--- config.mk ---
export PLATFORM = sky130hd
export DESIGN_NAME = m_control
export DESIGN_NICKNAME = d
export VERILOG_FILES = /design/src/rtl/m_pkg.sv /design/src/rtl/m_control_op_decode.sv /design/src/rtl/m_control.sv
export SDC_FILE = /design/constraint.sdc
export NUM_CORES = 1
export LEC_CHECK = 0
export CELL_PAD_IN_SITES_DETAIL_PLACEMENT = 1
export CELL_PAD_IN_SITES_GLOBAL_PLACEMENT = 2
export CORE_UTILIZATION = 32
export CTS_CLUSTER_DIAMETER = 200
export DETAILED_ROUTE_END_ITERATION = 7
export DONT_BUFFER_PORTS = 1
export PLACE_DENSITY = 0.86
export SYNTH_ARGS = -nofsm -noshare
export SYNTH_HDL_FRONTEND = slang
export SYNTH_SLANG_ARGS = --single-unit
--- constraint.sdc ---
create_clock -name clk -period 2.1 [get_ports clk]
set_input_delay 0.42 -clock clk [delete_from_list [all_inputs] [get_ports clk]]
set_output_delay 0.42 -clock clk [all_outputs]
set_load 0.01 [all_outputs]
--- src/rtl/m_pkg.sv ---
// rtl/m_pkg.sv - shared state type, funct3 codes and mux encodings for the RV32M control block
//
// Purpose: types and constants used by m_control, m_op_decode and the datapath.
// The mux encodings are the contract with the datapath register block.
package m_pkg;

  typedef enum logic [2:0] {
    IDLE,
    MUL_OPS,
    MUL_WAIT,
    MUL_CAPTURE,
    DIV_ITER,
    DONE
  } m_state_e;

  localparam logic [2:0] F3_MUL    = 3'b000;
  localparam logic [2:0] F3_MULH   = 3'b001;
  localparam logic [2:0] F3_MULHSU = 3'b010;
  localparam logic [2:0] F3_MULHU  = 3'b011;
  localparam logic [2:0] F3_DIV    = 3'b100;
  localparam logic [2:0] F3_DIVU   = 3'b101;
  localparam logic [2:0] F3_REM    = 3'b110;
  localparam logic [2:0] F3_REMU   = 3'b111;

  // Shared down-counter for multiply wait cycles and divide iterations.
  localparam int CNT_W = 5;

  localparam int MUX_A_LENGTH = 2;
  localparam int MUX_B_LENGTH = 2;
  localparam int MUX_R_LENGTH = 3;
  localparam int MUX_D_LENGTH = 2;
  localparam int MUX_Z_LENGTH = 2;

  localparam logic [MUX_A_LENGTH-1:0] MUX_A_KEEP     = 2'd0;
  localparam logic [MUX_A_LENGTH-1:0] MUX_A_ZERO     = 2'd1;
  localparam logic [MUX_A_LENGTH-1:0] MUX_A_UNSIGNED = 2'd2;
  localparam logic [MUX_A_LENGTH-1:0] MUX_A_SIGNED   = 2'd3;

  localparam logic [MUX_B_LENGTH-1:0] MUX_B_KEEP     = 2'd0;
  localparam logic [MUX_B_LENGTH-1:0] MUX_B_ZERO     = 2'd1;
  localparam logic [MUX_B_LENGTH-1:0] MUX_B_UNSIGNED = 2'd2;
  localparam logic [MUX_B_LENGTH-1:0] MUX_B_SIGNED   = 2'd3;

  localparam logic [MUX_R_LENGTH-1:0] MUX_R_KEEP       = 3'd0;
  localparam logic [MUX_R_LENGTH-1:0] MUX_R_A          = 3'd1;
  localparam logic [MUX_R_LENGTH-1:0] MUX_R_A_NEG      = 3'd2;
  localparam logic [MUX_R_LENGTH-1:0] MUX_R_SUB_KEEP   = 3'd3;
  localparam logic [MUX_R_LENGTH-1:0] MUX_R_MULT_LOWER = 3'd4;

  localparam logic [MUX_D_LENGTH-1:0] MUX_D_KEEP  = 2'd0;
  localparam logic [MUX_D_LENGTH-1:0] MUX_D_B     = 2'd1;
  localparam logic [MUX_D_LENGTH-1:0] MUX_D_B_NEG = 2'd2;
  localparam logic [MUX_D_LENGTH-1:0] MUX_D_SHR   = 2'd3;

  localparam logic [MUX_Z_LENGTH-1:0] MUX_Z_KEEP       = 2'd0;
  localparam logic [MUX_Z_LENGTH-1:0] MUX_Z_ZERO       = 2'd1;
  localparam logic [MUX_Z_LENGTH-1:0] MUX_Z_SHL_ADD    = 2'd2;
  localparam logic [MUX_Z_LENGTH-1:0] MUX_Z_MULT_UPPER = 2'd3;

endpackage

--- src/rtl/m_control_op_decode.sv ---
// rtl/m_control_op_decode.sv - combinational funct3/operand-sign decode for the RV32M control block
//
// Purpose: turns funct3 and the operand sign/zero flags into the per-operation
// control bits that m_control registers on the load cycle.
// Ports:
//   funct3         in   M-extension opcode
//   rs1_msb        in   rs1[31]
//   rs2_msb        in   rs2[31]
//   rs2_zero       in   rs2 == 0
//   is_div         out  divide/remainder family
//   a_signed       out  multiplier A operand is signed
//   b_signed       out  multiplier B operand is signed
//   load_neg_a     out  load |rs1| (signed divide with negative dividend)
//   load_neg_b     out  load |rs2| (signed divide with negative divisor)
//   result_sel     out  0 = result in R, 1 = result in Z
//   negate_result  out  output stage negates the result
//   result_signed  out  high product needs signed handling
module m_op_decode
  import m_pkg::*;
(
  input  logic [2:0] funct3,
  input  logic       rs1_msb,
  input  logic       rs2_msb,
  input  logic       rs2_zero,
  output logic       is_div,
  output logic       a_signed,
  output logic       b_signed,
  output logic       load_neg_a,
  output logic       load_neg_b,
  output logic       result_sel,
  output logic       negate_result,
  output logic       result_signed
);

  logic div_signed;

  always_comb begin
    is_div     = funct3[2];
    // DIV and REM are the signed divides: funct3[0] clear.
    div_signed = funct3[2] & ~funct3[0];
    a_signed   = (funct3 == F3_MULH) | (funct3 == F3_MULHSU);
    b_signed   = (funct3 == F3_MULH);
    load_neg_a = div_signed & rs1_msb;
    load_neg_b = div_signed & rs2_msb;
    // Quotient and high product live in Z; remainder and low product in R.
    result_sel = funct3[2] ? ~funct3[1] : (funct3[1:0] != 2'b00);

    negate_result = 1'b0;
    if (funct3 == F3_DIV) begin
      // x/0 must return all ones, so the quotient sign fix is suppressed.
      negate_result = (rs1_msb ^ rs2_msb) & ~rs2_zero;
    end else if (funct3 == F3_REM) begin
      negate_result = rs1_msb;
    end

    result_signed = a_signed;
  end

endmodule

--- src/rtl/m_control.sv ---
// rtl/m_control.sv - sequencing FSM for the RV32M multiply/divide unit
//
// Purpose: decodes funct3 on start, sequences one DSP multiply or one restoring
// divide by driving the datapath mux selects, then pulses done.
// Ports:
//   clk, reset               clock and synchronous active-high reset
//   start, funct3            operation request (sampled only in IDLE) and opcode
//   rs1_msb, rs2_msb         operand sign bits, valid with start
//   rs2_zero                 divisor is zero, valid with start
//   sub_neg                  trial-subtraction borrow from the datapath
//   busy, done               operation in progress / one-cycle completion pulse
//   mux_A/B/R/D/Z            datapath select lines
//   result_signed            signed high-product handling (capture cycle only)
//   result_sel               0 = result in R, 1 = result in Z
//   negate_result            output stage two's-complements the result
module m_control
  import m_pkg::*;
#(
  parameter int MUL_LATENCY = 1,
  parameter int DIV_STEPS   = 32
) (
  input  logic                    clk,
  input  logic                    reset,
  input  logic                    start,
  input  logic [2:0]              funct3,
  input  logic                    rs1_msb,
  input  logic                    rs2_msb,
  input  logic                    rs2_zero,
  input  logic                    sub_neg,
  output logic                    busy,
  output logic                    done,
  output logic [MUX_A_LENGTH-1:0] mux_A,
  output logic [MUX_B_LENGTH-1:0] mux_B,
  output logic [MUX_R_LENGTH-1:0] mux_R,
  output logic [MUX_D_LENGTH-1:0] mux_D,
  output logic [MUX_Z_LENGTH-1:0] mux_Z,
  output logic                    result_signed,
  output logic                    result_sel,
  output logic                    negate_result
);

  m_state_e         state_q, state_d;
  logic [CNT_W-1:0] cnt_q, cnt_d;
  logic             a_signed_q, a_signed_d;
  logic             b_signed_q, b_signed_d;
  logic             res_signed_q, res_signed_d;
  logic             result_sel_q, result_sel_d;
  logic             negate_q, negate_d;

  logic dec_is_div, dec_a_signed, dec_b_signed;
  logic dec_load_neg_a, dec_load_neg_b;
  logic dec_result_sel, dec_negate, dec_result_signed;

  m_op_decode u_decode (
    .funct3        (funct3),
    .rs1_msb       (rs1_msb),
    .rs2_msb       (rs2_msb),
    .rs2_zero      (rs2_zero),
    .is_div        (dec_is_div),
    .a_signed      (dec_a_signed),
    .b_signed      (dec_b_signed),
    .load_neg_a    (dec_load_neg_a),
    .load_neg_b    (dec_load_neg_b),
    .result_sel    (dec_result_sel),
    .negate_result (dec_negate),
    .result_signed (dec_result_signed)
  );

  always_ff @(posedge clk) begin
    if (reset) begin
      state_q      <= IDLE;
      cnt_q        <= '0;
      a_signed_q   <= 1'b0;
      b_signed_q   <= 1'b0;
      res_signed_q <= 1'b0;
      result_sel_q <= 1'b0;
      negate_q     <= 1'b0;
    end else begin
      state_q      <= state_d;
      cnt_q        <= cnt_d;
      a_signed_q   <= a_signed_d;
      b_signed_q   <= b_signed_d;
      res_signed_q <= res_signed_d;
      result_sel_q <= result_sel_d;
      negate_q     <= negate_d;
    end
  end

  assign result_sel    = result_sel_q;
  assign negate_result = negate_q;

  always_comb begin
    state_d       = state_q;
    cnt_d         = cnt_q;
    a_signed_d    = a_signed_q;
    b_signed_d    = b_signed_q;
    res_signed_d  = res_signed_q;
    result_sel_d  = result_sel_q;
    negate_d      = negate_q;
    busy          = 1'b0;
    done          = 1'b0;
    mux_A         = MUX_A_KEEP;
    mux_B         = MUX_B_KEEP;
    mux_R         = MUX_R_KEEP;
    mux_D         = MUX_D_KEEP;
    mux_Z         = MUX_Z_KEEP;
    result_signed = 1'b0;

    case (state_q)
      IDLE: begin
        if (start) begin
          // Mealy load: operands go into R/D in the same cycle as start.
          mux_R        = dec_load_neg_a ? MUX_R_A_NEG : MUX_R_A;
          mux_D        = dec_load_neg_b ? MUX_D_B_NEG : MUX_D_B;
          mux_Z        = MUX_Z_ZERO;
          a_signed_d   = dec_a_signed;
          b_signed_d   = dec_b_signed;
          res_signed_d = dec_result_signed;
          result_sel_d = dec_result_sel;
          negate_d     = dec_negate;
          if (dec_is_div) begin
            state_d = DIV_ITER;
            cnt_d   = CNT_W'(DIV_STEPS - 1);
          end else begin
            state_d = MUL_OPS;
          end
        end
      end

      MUL_OPS: begin
        busy    = 1'b1;
        mux_A   = a_signed_q ? MUX_A_SIGNED : MUX_A_UNSIGNED;
        mux_B   = b_signed_q ? MUX_B_SIGNED : MUX_B_UNSIGNED;
        cnt_d   = CNT_W'(MUL_LATENCY - 1);
        state_d = MUL_WAIT;
      end

      MUL_WAIT: begin
        busy = 1'b1;
        if (cnt_q == '0) begin
          state_d = MUL_CAPTURE;
        end else begin
          cnt_d = cnt_q - 1'b1;
        end
      end

      MUL_CAPTURE: begin
        busy          = 1'b1;
        mux_R         = MUX_R_MULT_LOWER;
        mux_Z         = MUX_Z_MULT_UPPER;
        result_signed = res_signed_q;
        state_d       = DONE;
      end

      DIV_ITER: begin
        busy  = 1'b1;
        // A borrow means the trial subtraction failed: the partial remainder
        // is left untouched and only the quotient/divisor shift.
        mux_R = sub_neg ? MUX_R_KEEP : MUX_R_SUB_KEEP;
        mux_Z = MUX_Z_SHL_ADD;
        mux_D = MUX_D_SHR;
        mux_A = MUX_A_ZERO;
        mux_B = MUX_B_ZERO;
        if (cnt_q == '0) begin
          state_d = DONE;
        end else begin
          cnt_d = cnt_q - 1'b1;
        end
      end

      DONE: begin
        done    = 1'b1;
        state_d = IDLE;
      end

      default: state_d = IDLE;
    endcase
  end

endmodule
# Word level (Yosys, flattened, before mapping)

Index checks and enable logic that the tools add are counted.

Flip-flop bits (word level): 12
Output and inout bits: 16
Word-level logic and storage cells: 67
Input bits: 10

Reductions and logical operators: 9
Bitwise operators: 9
Mux-type cells: 28
Add/subtract/negate cells: 1
Equality and inequality tests: 14

Operator list:

| kind                                                                  | count |
|---|---|
| 5-bit 2-to-1 mux                                                      | 3 |
| 3-bit one-hot mux with 5 select lines                                 | 1 |
| 5-bit one-hot mux with 3 select lines                                 | 1 |
| 3-bit equality test, second input constant                            | 4 |
| 3-bit 2-to-1 mux                                                      | 4 |
| 2-bit one-hot mux with 2 select lines                                 | 3 |
| 2-bit 2-to-1 mux                                                      | 5 |
| 2-bit inequality test, second input constant                          | 5 |
| 3-bit by 2-bit equality test with 1-bit output, second input constant | 3 |
| 1-bit 2-to-1 mux                                                      | 9 |
| 3-bit one-hot mux with 3 select lines                                 | 1 |
| 3-bit by 1-bit equality test with 1-bit output, second input constant | 2 |
| 2-bit one-hot mux with 3 select lines                                 | 1 |
| 5-bit logical NOT                                                     | 1 |
| 5-bit by 1-bit subtractor with 5-bit output, second input constant    | 1 |
| 1-bit bitwise AND                                                     | 4 |
| 4-bit AND reduction                                                   | 1 |
| 4-bit OR reduction                                                    | 1 |
| 3-bit logical NOT                                                     | 1 |
| 1-bit inverter                                                        | 3 |
| 3-bit AND reduction                                                   | 1 |
| 3-bit nonzero test                                                    | 1 |
| 2-bit AND reduction                                                   | 1 |
| 2-bit nonzero test                                                    | 1 |
| other kinds (3)                                                       | 3 |

# Logic depth before layout (Yosys ltp)

Gate-level depths: netlist of run 1.

Depth in word-level cells: 6
Depth in mapped cells: 6
Gate-level depth less buffers: 6

# Hierarchy

Synthesis of run 1 repeated with hierarchy kept, for this count alone.

Cell total of the unflattened synthesis: 122
Area, all modules: 937.1 µm²

By module, submodules not included:

| module      | area each (µm²) | seq. area each (µm²) | times used | cells an instance |
|---|---|---|---|---|
| m_control   | 842.1           | 260.2                | 1          | 106 |
| m_op_decode | 95.1            | 0.0                  | 1          | 16 |

# Least setup slack after synthesis of run 1

OpenSTA, ideal clock, no wires.

Path type: flip-flop to flip-flop
From: reg cnt_q[0]
To: reg cnt_q[3]
Setup time: 103 ps
Data arrival time: 1,671 ps
Stages on the path, launching flop included: 7
Period minus slack after synthesis: 1,775 ps
Setup slack: 325 ps
Required time: 1,997 ps
Path buffers: 0
Path through: dfxtp_1 -> inv_1 -> ha_1 -> or4b_4 -> a31oi_4 -> nor3_1 -> a2111oi_2

Cells in the longest elaborated chain, start to end: 3
Elaborated cells between the ends (all ways): 6
Those cells by class: add/sub: 1; eq/ne: 1; mux: 2; reduce/logical: 2

RTL lines:

| item                                                                                    | RTL line        | source |
|---|---|---|
| start, declared                                                                         | m_control.sv:43 | `logic [CNT_W-1:0] cnt_q, cnt_d;` |
| start signal, assigned                                                                  | m_control.sv:80 | `cnt_q <= cnt_d;` |
| 5-bit by 1-bit subtractor with 5-bit output / 5-bit logical NOT (equally long branches) | n/a             |  |
| 5-bit 2-to-1 mux / 2-bit inequality test (equally long branches)                        | n/a             |  |
| 5-bit one-hot mux with 3 select lines / 4-bit AND reduction (equally long branches)     | n/a             |  |

Several ways; a longest one is shown, not always the timed one. The select of a mux whose other input is x is not followed.
A chain may end at the register's enable or synchronous reset.

# Worst setup path in the final report of run 1

From: reg state_q[1]
To: out mux_Z[0]

Cells in the longest elaborated chain, start to end: 2
Elaborated cells between the ends (all ways): 4
Those cells by class: eq/ne: 2; mux: 1; reduce/logical: 1

RTL lines:

| item                                        | RTL line         | source |
|---|---|---|
| start, declared                             | m_control.sv:42  | `m_state_e state_q, state_d;` |
| start signal, assigned                      | m_control.sv:79  | `state_q <= state_d;` |
| 3-bit equality test (tied with other cells) | m_control.sv:109 | `case (state_q)` |
| 2-bit one-hot mux with 3 select lines *     | m_control.sv:109 |  |
| end, declared                               | m_control.sv:36  | `output logic [MUX_Z_LENGTH-1:0] mux_Z,` |

Mark *: on every way between the ends. The rest lies on a longest branch, timed or not.

==> results of run 1 <==
synthesized netlist by cell type, types with 2 or more instances:
cell type / instances
inv_1: 9
or2_2: 2
a2111oi_2: 3
dfxtp_1: 12
nand2_1: 13
a21oi_1: 19
nor2_1: 9
nor4b_1: 2
nor2b_1: 2
nor3_1: 9
buf_2: 3
clkbuf_1: 5
nor3b_1: 2
a31oi_1: 2
a211oi_1: 2
and2_1: 2
xnor2_1: 3
what timing repair did:
item / 4_1_cts / 5_1_grt
resized for setup: 0 / 1
setup endpoints to repair: 0 / 4
buffers inserted: 0 / 1
registers in the layout, indices dropped and copies added (netlist names):
| signal | cells |
|---|---|
| negate_result | 1 |
| b_signed_q | 1 |
| cnt_q | 5 |
| result_sel | 1 |
| state_q | 3 |
| res_signed_q | 1 |
power groups by stage:
stage	Clock, mW	Combinational (mW)	Sequential, mW
after CTS	0.156	0.878	0.388
after detailed placement	0	0.875	0.394
final	0.149	0.904	0.391
after global placement	0	0.845	0.391
after floorplan	0	0.797	0.346
after global routing	0.161	1.03	0.403
metal layers:
metal	GRT usage, %	vias up
li1	-	393
met2	25.9	20
met1	20.6	355
met3	3.45	4
met4	9.21	0
met5	0	-
cell usage in the layout, fill, tap and decap left out, types with 3 or more instances in the layout:
cell and n:
nand2_1 13, nor3_1 9, a2111oi_2 3, inv_1 9
clkbuf_4 3, buf_4 4, a21oi_1 18, xnor2_1 3
dfxtp_1 12, nor2_1 9
cells by family (layout without fill, tap and decap cells):
group,Yosys count,count (layout)
simple gates,45,45
compound gates,33,33
buf+inv,18,16
flops,12,12
xor+xnor,4,4
fa+ha+maj,1,1
worst max-delay path by stage:
stage	cells after the start	from	end	slack, ps
6_report	2	state_q[1]	mux_Z[0]	110
3_3_place_gp	6	cnt_q[0]	cnt_q[3]	250
2_1_floorplan	6	cnt_q[0]	cnt_q[3]	330
5_1_grt	6	cnt_q[0]	cnt_q[3]	-30
3_5_place_dp	6	cnt_q[0]	cnt_q[3]	140
4_1_cts	2	state_q[1]	mux_Z[0]	110
cell type report:
type                       count  area (sq um)
inverter                       9          33.8
clock buffer                   3          22.5
timing repair buffer           4          30.0
sequential                    12           240
fill                         328          1590
tap                           30          37.5
multi-input combinational     83           526
==> run summary, run 1 <==
DRC violations left -> 0
Status -> completed
Hold Path Sink -> cnt_q[2]
Cell area after placement -> 856 sq um
Hold Path Origin -> reset
Clock Latency Late Sink -> 280 ps
Seq/Total Area, Yosys -> 28.7%
Syn nets -> 124
Max Clk Rate -> 504 MHz
Max cap viols -> 0
Gpl congestion -> 0.739
Worst min-delay path class -> in2reg
CTS clock-pin slew for the worst setup and hold paths -> 80 ps
Number of synthesized flops with an enable pin -> 0
Hold depth -> 1
IO Port Bufs -> 0
Htree depth -> 1
Post-place setup slack -> 140 ps
CTS sink count -> 12
Routed WL per cell -> 14.8 um
Die height -> 53.1 um
Final setup fails -> 0
Pleak -> 0.324 nW
Arr. time, crit path -> 1570 ps
CTS tree -> yes
R2R Path End -> cnt_q[3]
Crit Path Category -> reg2out
Worst R2R Start -> cnt_q[0]
Internal Power -> 0.736 mW
Top cell type by total area after synthesis -> dfxtp_1
# hold bufs at CTS -> 0
Die area -> 0.00282 sq mm
Synth Cell Area -> 837 sq um
I/O pins -> 26
WL met3 -> 104 um
Grt ovf -> 0
Worst path bufs/invs -> 0
Initial Util -> 33.8%
Final net count -> 124
Cell Rows -> 18
Total wire length -> 2090 um
First-pass GRT wire length -> 3310 um
Yosys reg bits -> 12
Post-synthesis mux area share -> 0%
CTS Root Cell -> clkbuf_4
Worst slew margin -> 64.5%
Final critical-path required period -> 1990 ps
Post-route core utilization -> 35.9%
Ys flop type -> dfxtp_1
Crit path cell chain -> or4b_1, nand2_1
Library cells used by synthesis -> 31
VDD IR-drop max -> 553 uV
Power, Total -> 1.44 mW
Reg2Reg Depth -> 6
Compound-Gate Fraction of Synth Area -> 28.4%
CTS buffer count -> 3
Xor/xnor share of the synthesized area -> 4.19%
Main combinational cell family by area after synthesis -> compound AO/OA/AOI/OAI gates
Antenna Nets Post-Route -> 0
Top cells by area, synth -> dfxtp_1 29%, a21oi_1 11%, nand2_1 5.8%, nor3_1 5.4%, a2111oi_2 5.4%
Share of cells above drive strength 1 -> 13.5%
DR pass1 iterations -> 4
Comb pwr share -> 62.6%
Final setup margin -> 114 ps
Clock skew -> 3.02 ps
Metal2 WL -> 962 um
Adder-cell share of the synthesized area -> 1.49%
Vias -> 772
Synth warn -> 0
Core area -> 0.00248 sq mm
Number of vias per cell -> 5.48
Final hold slack -> 195 ps
Vias in the first global route -> 715
Diodes inserted -> 0
Reg power frac -> 27.1%
Final Cycle Share -> 94.6%
Cell total after placement -> 137
Max FO, Critical Path -> 9
Worst Tran Pin Value -> 533 ps
Cell count after synthesis -> 113
Routed metal-1 wire length -> 981 um
Longest Clk Path Bufs -> 2
Largest net degree at the start of global routing -> 13
Top Layer Used -> met4
CP max stage delay -> 710 ps
Post-route cell area -> 890 sq um
Die W -> 53.1 um
Top cell type's share of synthesized area -> 28.7%
FFs w/ async S/R, synth -> 0%
GRT Util Overall -> 16.5%
Sw Ratio -> 49.0%
Clock Power Share -> 10.3%
Final Hold Fails -> 0
Worst EP required -> 1680 ps
Simple-gate portion of the synthesized area -> 28.3%
DRT iter0 DRCs -> 10
Startpoint Class -> flop
Dpl hpwl -> 1570 um
Slew Limit Fails -> 0
Setup TNS -> 0 ps
Non-filler cells, final -> 141
Crit path max-delay family -> simple AND/OR/NAND/NOR gates
R2r setup slk -> 160 ps
Endpoint class of the critical path -> output port
Area growth from synthesis to layout -> 6.28%
Synth Area per Inst -> 7.41 sq um
Total power per unit cell area -> 1620 mW/mm^2
Initial antenna violation count -> 0
NetSw -> 0.707 mW
Slowest cell on crit path -> or4b_1
No activity file was read; power rests on OpenSTA's default activity.
==> run 2, diff against run 1 <==
==> constraint.sdc (replaced) <==
create_clock -name clk -period 2.27 [get_ports clk]
set_input_delay 0.454 -clock clk [delete_from_list [all_inputs] [get_ports clk]]
set_output_delay 0.454 -clock clk [all_outputs]
set_load 0.01 [all_outputs]
==> run 2 against run 1 <==
Compared with the run above: clock power rose by 15%; utilization is 0.20 points lower; combinational power shrank 12%; sequential share of layout area rose by 0.15 points; die area is the same; largest power group unchanged.
==> run summary, run 2 (synthesis results as in run 1) <==
Cell Rows -> 18
Final critical-path required period -> 2100 ps
Worst slew margin -> 64.4%
Area growth from synthesis to layout -> 5.68%
Total wire length -> 2160 um
Final Cycle Share -> 92.3%
Final Hold Fails -> 0
Max FFs per register -> 5
Htree depth -> 1
Most common cell after layout, fill and taps aside -> a21oi_1
# hold bufs at CTS -> 0
Startpoint Class -> flop
IO Port Bufs -> 0
Die W -> 53.1 um
VDD IR-drop max -> 556 uV
GRT Util Overall -> 16.6%
Crit path cell chain -> or4b_1, nand2_1
CTS tree -> yes
Initial antenna violation count -> 0
Number of vias per cell -> 5.57
Core area -> 0.00248 sq mm
Post-route core utilization -> 35.7%
WL met3 -> 96 um
Reg with most FFs -> cnt_q
Gpl congestion -> 0.699
Slowest cell on crit path -> or4b_1
Endpoint class of the critical path -> output port
Routed metal-1 wire length -> 975 um
Vias in the first global route -> 787
Post-CTS Setup Inserts -> 0
CP max stage delay -> 740 ps
Max Clk Rate -> 477 MHz
Worst EP required -> 1820 ps
DRT iter0 DRCs -> 10
Initial Util -> 33.8%
Slew Limit Fails -> 0
Grt ovf -> 0
CTS sink count -> 12
Status -> completed
Dpl hpwl -> 1700 um
Setup TNS -> 0 ps
Metal2 WL -> 1070 um
Multi-input logic area -> 522 sq um
Post-route cell area -> 885 sq um
DRC violations left -> 0
Routed WL per cell -> 15.4 um
Longest Clk Path Bufs -> 2
FF+latch area -> 240 sq um
Max cap viols -> 0
Diodes inserted -> 0
Fillers -> 317
Crit Path Category -> reg2out
I/O pins -> 26
Cell area after placement -> 848 sq um
DR pass1 iterations -> 4
Die area -> 0.00282 sq mm
Top Registers -> cnt_q: 5 flops, state_q: 3 flops
CTS clock-pin slew for the worst setup and hold paths -> 80 ps
Clock Latency Late Sink -> 270 ps
First-pass GRT wire length -> 3370 um
CTS-repair resized insts -> 0
Max FO, Critical Path -> 14
Top Layer Used -> met4
Final net count -> 122
Commonest non-fill, non-tap cells in the layout -> 19 x a21oi_1, 13 x nand2_1, 12 x dfxtp_1
Largest net degree at the start of global routing -> 15
Vias -> 780
Antenna Nets Post-Route -> 0
CTS buffer count -> 3
Die height -> 53.1 um
Total power per unit cell area -> 1510 mW/mm^2
Unrepaired setup endpoints after global routing -> false
Arr. time, crit path -> 1640 ps
Worst Tran Pin Value -> 535 ps
Clock skew -> 3.97 ps
CTS Root Cell -> clkbuf_4
Share of cells above drive strength 1 -> 11.8%
Pleak -> 0.321 nW
Worst min-delay path class -> in2reg
Final setup fails -> 0
==> run 2: final timing paths <==
path / startpoint / depth (start not counted) / end / slack, ps
min reg2reg: result_sel / 2 / result_sel / 500
min: reset / 1 / state_q[2] / 240
max: state_q[1] / 2 / mux_Z[0] / 170
max reg2reg: cnt_q[0] / 6 / cnt_q[3] / 290
==> run 2: metrics by stage <==
stage	instances	hold WS, ps	setup slack [ps]	power, mW
floorplan	113	456	495	1.06
global placement	136	479	362	1.14
detailed placement	136	494	297	1.18
CTS	140	224	166	1.35
global route	140	224	82.0	1.46
finish	140	242	175	1.34
==> run 2: area by class of cell <==
class | count | area share (%)
repair buffers | 2 | 1.70
inverters | 9 | 3.82
flip-flops and latches | 12 | 27.2
multi-input cells | 83 | 59.0
well taps | 30 | 4.24
clock buffers | 4 | 4.10
==> run 2: power breakdown <==
group / total [mW] / internal (mW) / switching, mW
combinational: 0.795 / 0.313 / 0.482
sequential: 0.373 / 0.276 / 0.0976
clock: 0.171 / 0.0974 / 0.0736
==> run 2: worst max-delay path: cells and delay by family (launching register included) <==
kind          cells  cell delay [ps]
simple gates      2              920
flops             1              460
==> run 2: per-layer routing <==
layer | vias up | track usage (%)
li1 | 395 | -
met1 | 366 | 20.7
met2 | 17 | 28.1
met3 | 2 | 2.59
met4 | 0 | 6.58
met5 | - | 0
